### config.mk
export PLATFORM = sky130hd
export DESIGN_NAME = max_pool2x2
export DESIGN_NICKNAME = d
export VERILOG_FILES = /design/src/rtl/max_pool2x2_pkg.sv /design/src/rtl/max_pool2x2_max_lane16.sv /design/src/rtl/max_pool2x2.sv
export SDC_FILE = /design/constraint.sdc
export NUM_CORES = 2
export LEC_CHECK = 0
export CAP_MARGIN = 20
export CORE_UTILIZATION = 55
export DETAILED_ROUTE_END_ITERATION = 16
export GPL_ROUTABILITY_DRIVEN = 0
export PLACE_DENSITY = 0.79
export RECOVER_POWER = 25
export REMOVE_ABC_BUFFERS = 1
export SLEW_MARGIN = 25
export SYNTH_ARGS = -nofsm -noshare
export SYNTH_HDL_FRONTEND = slang
export SYNTH_SLANG_ARGS = --single-unit
### constraint.sdc
create_clock -name clk -period 14.2 [get_ports clk]
set_clock_uncertainty 0.15 [all_clocks]
set_input_delay 1.42 -clock clk [delete_from_list [all_inputs] [get_ports clk]]
set_output_delay 1.42 -clock clk [all_outputs]
set_load 0.05 [all_outputs]
### src/rtl/max_pool2x2_pkg.sv
// Shared word geometry for the pooling stage.
// 16 unsigned 8-bit lanes packed into one 128-bit word.
package max_pool2x2_pkg;

  localparam int WORD_SIZE = 128;
  localparam int DATA_SIZE = 8;
  localparam int LANES     = WORD_SIZE / DATA_SIZE;

  typedef logic [WORD_SIZE-1:0] word_t;
  typedef logic [DATA_SIZE-1:0] lane_t;

endpackage

### src/rtl/max_pool2x2_max_lane16.sv
// Combinational lane-wise unsigned maximum of two words.
// Used for both the horizontal and vertical pooling steps.
module max_lane16
  import max_pool2x2_pkg::*;
(
  input  logic [WORD_SIZE-1:0] a,
  input  logic [WORD_SIZE-1:0] b,
  output logic [WORD_SIZE-1:0] y
);

  lane_t la;
  lane_t lb;

  always_comb begin
    y  = '0;
    la = '0;
    lb = '0;
    for (int i = 0; i < LANES; i++) begin
      la = a[i*DATA_SIZE +: DATA_SIZE];
      lb = b[i*DATA_SIZE +: DATA_SIZE];
      y[i*DATA_SIZE +: DATA_SIZE] = (la > lb) ? la : lb;
    end
  end

endmodule

### src/rtl/max_pool2x2.sv
// 2x2 stride-2 max-pool over a raster stream of 16-lane words.
// Optional POOL_LAST_EN adds a row counter and the DO_last flag.
module max_pool2x2
  import max_pool2x2_pkg::*;
#(
  parameter int IMG_W  = 16,
  parameter int IMG_H  = 16,
  parameter int BUF_AW = 3
) (
  input  logic                 clk,
  input  logic                 rst,
  input  logic                 DI_valid,
  input  logic [WORD_SIZE-1:0] DI,
  output logic                 DO_valid,
  output logic [WORD_SIZE-1:0] DO
`ifdef POOL_LAST_EN
  ,
  output logic                 DO_last
`endif
);

  localparam int CW = (IMG_W > 2) ? $clog2(IMG_W) : 1;
  localparam logic [CW-1:0] COL_LAST = CW'(IMG_W - 1);

  if ((IMG_W % 2) != 0 || IMG_W < 2 ||
      (IMG_H % 2) != 0 || IMG_H < 2 ||
      (2 ** BUF_AW) < (IMG_W / 2)) begin : g_bad_cfg
    $error("max_pool2x2: bad geometry");
  end

  logic [CW-1:0]     col;
  logic              par;
  word_t             hold;
  word_t             linebuf [2**BUF_AW];
  logic [BUF_AW-1:0] addr;
  word_t             lb_rd;
  word_t             hmax;
  word_t             vmax;
  logic              col_wrap;

  assign addr     = BUF_AW'(col >> 1);
  assign lb_rd    = linebuf[addr];
  assign col_wrap = (col == COL_LAST);

  max_lane16 u_hmax (
    .a (hold),
    .b (DI),
    .y (hmax)
  );

  max_lane16 u_vmax (
    .a (hmax),
    .b (lb_rd),
    .y (vmax)
  );

  always_ff @(posedge clk) begin
    if (!rst) begin
      col      <= '0;
      par      <= 1'b0;
      hold     <= '0;
      DO       <= '0;
      DO_valid <= 1'b0;
    end else begin
      DO_valid <= 1'b0;
      if (DI_valid) begin
        col <= col_wrap ? '0 : col + CW'(1);
        if (col_wrap)
          par <= ~par;
        if (!col[0]) begin
          hold <= DI;
        end else if (par) begin
          DO       <= vmax;
          DO_valid <= 1'b1;
        end
      end
    end
  end

  // Even rows park the horizontal max; odd rows only read it back.
  always_ff @(posedge clk) begin
    if (rst && DI_valid && col[0] && !par)
      linebuf[addr] <= hmax;
  end

`ifdef POOL_LAST_EN
  localparam int RW = (IMG_H > 2) ? $clog2(IMG_H) : 1;
  localparam logic [RW-1:0] ROW_LAST = RW'(IMG_H - 1);

  logic [RW-1:0] row;

  always_ff @(posedge clk) begin
    if (!rst) begin
      row     <= '0;
      DO_last <= 1'b0;
    end else begin
      DO_last <= 1'b0;
      if (DI_valid) begin
        if (col_wrap)
          row <= (row == ROW_LAST) ? '0 : row + RW'(1);
        if (col_wrap && row == ROW_LAST)
          DO_last <= 1'b1;
      end
    end
  end
`endif

endmodule

==> results.sh <==
export IMPL_outcome="complete, but fails checks"
export IMPL_violations="capacitance limit, slew limit"
export IMPL_antenna_cells=0
export IMPL_slowest_delay_ps=1050
export IMPL_cp_data_required_time_ps=14390
export IMPL_grt_use_total_pct=24.0
export IMPL_cts_hold_buf=0
export IMPL_setup_viol=0
export IMPL_routedWlPerCell_um=22.8
export IMPL_critPathTopFamily="buffers and inverters"
export IMPL_area_growth_pct=15.1
export IMPL_p_total_mw=8.47
export IMPL_final_util_pct=64.1
export IMPL_yosys_warnings=0
export IMPL_slew_headroom_pct=-133
export IMPL_cts_num_sinks=1289
export IMPL_swShare_pct=22.2
export IMPL_ff_latch_area_mm2=0.0361
export IMPL_cts_buffers=135
export IMPL_power_density_mw_per_mm2=131
export IMPL_r2r_end="DO[35]$_SDFFE_PN0P_"
export IMPL_min_period_ps=6320
export IMPL_initial_core_util_pct=55.7
export IMPL_p_seq_share_pct=49.3
export IMPL_n_fill_cell=6955
export IMPL_grt_max_degree=138
export IMPL_root_buffer="clkbuf_16"
export IMPL_ys_ff_latch=1289
export IMPL_dr_pass1_iters=7
export IMPL_critPathArrivalTime_ps=6510
export IMPL_die_y_um=321
export IMPL_ios=260
export IMPL_slowest_stage="clkbuf_1"
export IMPL_clockBufferDepth=3
export IMPL_die_area_mm2=0.103
export IMPL_reg2reg_slack_ps=8740
export IMPL_detail_route_antenna_nets=0
export IMPL_final_cell_mix="1024 x edfxtp_1, 316 x nand2_1, 263 x a21oi_1"
export IMPL_critPathBufInv=4
export IMPL_overflow=0
export IMPL_io_buffer_count=259
export IMPL_path_class="primary input to register"
export IMPL_path_max_fanout=55
export IMPL_crit_chain="dlygate4sd3_1 -> nand2_1 -> nor2_1 -> nand3_1 -> nor2_1 -> clkbuf_1 -> buf_4 -> buf_4"
export IMPL_multiInputGateArea_mm2=0.0183
export IMPL_rsz0062_at_grt="no"
export IMPL_drive_gt1_share_pct=15.5
export IMPL_worstHoldPathType="register to register"
export IMPL_cp_start_kind="primary input"
export IMPL_p_comb_share_pct=7.8
export IMPL_coreArea_mm2=0.100
export IMPL_syn_area_mm2=0.0560
export IMPL_clk_latency_ps=740
export IMPL_htreeDepth=4
export IMPL_clk_pin_slew_ps=60
export IMPL_yosysUniqueCellTypes=56
export IMPL_antenna_found_initial=1
export IMPL_num_rows=116
export IMPL_grt_pass1_wl_um=190000
export IMPL_dpl_cell_area_mm2=0.0599
export IMPL_fin_crit_sh_pct=44.5
export IMPL_drc=0
export IMPL_final_common_cell="edfxtp_1"
export IMPL_post_cts_setup_buffer_count=0
export IMPL_synth_ff_type="edfxtp_1"
export IMPL_cts_tree="built"
export IMPL_critPathLaunch="DI_valid"
export IMPL_worstSetupEndpointType="register"
export IMPL_peakVddDrop_mv=0.0802
export IMPL_syn_area_per_cell_um2=15.4
export IMPL_final_hold_viol_count=0
export IMPL_ys_async_sr_fraction_pct=0
export IMPL_cts_resized=0
export IMPL_power_switching_mw=1.88
export IMPL_cellLeakagePower_nw=22.7
export IMPL_hpwl_um=70400
export IMPL_drv_slew=257
export IMPL_drt_iter0_drc=2567
export IMPL_critical_path_depth=8
export IMPL_vias=32600
export IMPL_rr_worst_depth=12
export IMPL_internal_power_mw=6.59
export IMPL_nets=4292
export IMPL_fmax_mhz=158
export IMPL_synth_edff_count=1024
export IMPL_yosysSeqAreaShare_pct=64.4
export IMPL_viasPerCell=6.06
export IMPL_finalSetupTns_ps=0
export IMPL_stdcell_area_mm2=0.0644
export IMPL_first_global_vias=33400
export IMPL_tightestPinTransition_ps=3500
export IMPL_synth_cells=3641
export IMPL_endpoint="linebuf[3][51]$_DFFE_PP_"
export IMPL_p_clk_share_pct=42.9
export IMPL_drt_wl_total_um=123000
export IMPL_maxCapViolCount=7
export IMPL_hold_worst_slack_ps=311
export IMPL_dieWidth_um=321
## state kept, by name, summed over array words and instances (netlist names), named ones only
register,flops
par,1
linebuf,1024
DO_valid,1
DO,128
hold,128
col,4
## cells by family after synthesis
| logic type | synth area share [%] |
|---|---|
| muxes | 14.5 |
| AOI/OAI and AO/OA | 8.22 |
| DFF | 64.4 |
| and+or+nand+nor | 4.26 |
| adders and majority gates | 5.74 |
| xor gates and xnor gates | 0.0313 |
| buffers and inverters | 2.87 |
## power groups by stage
stage	registers [mW]	clock network [mW]	logic [mW]
after global routing	4.18	3.83	0.733
after floorplan	4.27	0	0.477
after global placement	4.25	0	0.630
after CTS	4.17	3.69	0.662
final	4.17	3.64	0.660
after detailed placement	4.25	0	0.653
## metrics by stage
stage                     cells  worst slack, ps
after CTS                  5371             8610
after detailed placement   5123             7810
after global placement     5123             8000
final                      5372             7880
after global routing       5372             7600
after floorplan            3476              357
## worst register-to-register path, cell delays in order, from the launching register on
cell	delay (ps)
dfxtp_4	940
buf_12	540
buf_4	1130
mux4_2	430
mux2_2	310
inv_1	70
ha_1	230
nor2b_1	140
o211ai_1	170
a21oi_1	90
o22ai_1	610
nor2_1	290
a21o_1	250
## Yosys cell counts (26+ instances only)
library cell,instances,area [um2]
a22oi_1,42,315
mux2_2,107,1200
nand2_1,316,1190
nand4_1,61,382
inv_1,220,826
dfxtp_1,265,5310
nor2_1,85,319
buf_2,26,130
o21ai_0,87,435
mux4_2,248,5590
edfxtp_1,1024,30700
a21o_1,28,210
nand3_1,41,205
o211ai_1,60,450
ha_1,257,3220
a21oi_1,263,1320
a22o_1,40,350
mux2i_1,110,1100
clkbuf_1,102,383
## worst min path at each step
stage,to,cells past startpoint,from
global route,hold[24]$_SDFFE_PN0P_,2,hold[24]$_SDFFE_PN0P_
global placement,hold[40]$_SDFFE_PN0P_,2,hold[40]$_SDFFE_PN0P_
floorplan,hold[24]$_SDFFE_PN0P_,2,hold[24]$_SDFFE_PN0P_
CTS,hold[48]$_SDFFE_PN0P_,2,hold[48]$_SDFFE_PN0P_
finish,hold[56]$_SDFFE_PN0P_,2,hold[56]$_SDFFE_PN0P_
detailed placement,hold[24]$_SDFFE_PN0P_,2,hold[24]$_SDFFE_PN0P_
## layer usage
layer / global-route usage (%) / share of wire [%] / wire [um] / vias to the layer above
met1: 32.7 / 42 / 51400 / 16500
met5: 0 / 0 / 0 / -
li1: - / - / - / 14700
met4: 7.67 / 2.4 / 2950 / 0
met2: 39.9 / 49 / 60600 / 1124
met3: 3.49 / 6.1 / 7510 / 213
## cell type report
class                   count  share of cell area [%]
clock buffers             176                    5.72
clock inverters            72                    1.42
inverters                 221                    1.29
multi-input cells        1966                    28.4
flip-flops and latches   1289                    56.0
well taps                1357                    2.64
repair buffers            291                    4.52
No activity file was read; power rests on OpenSTA's default activity.
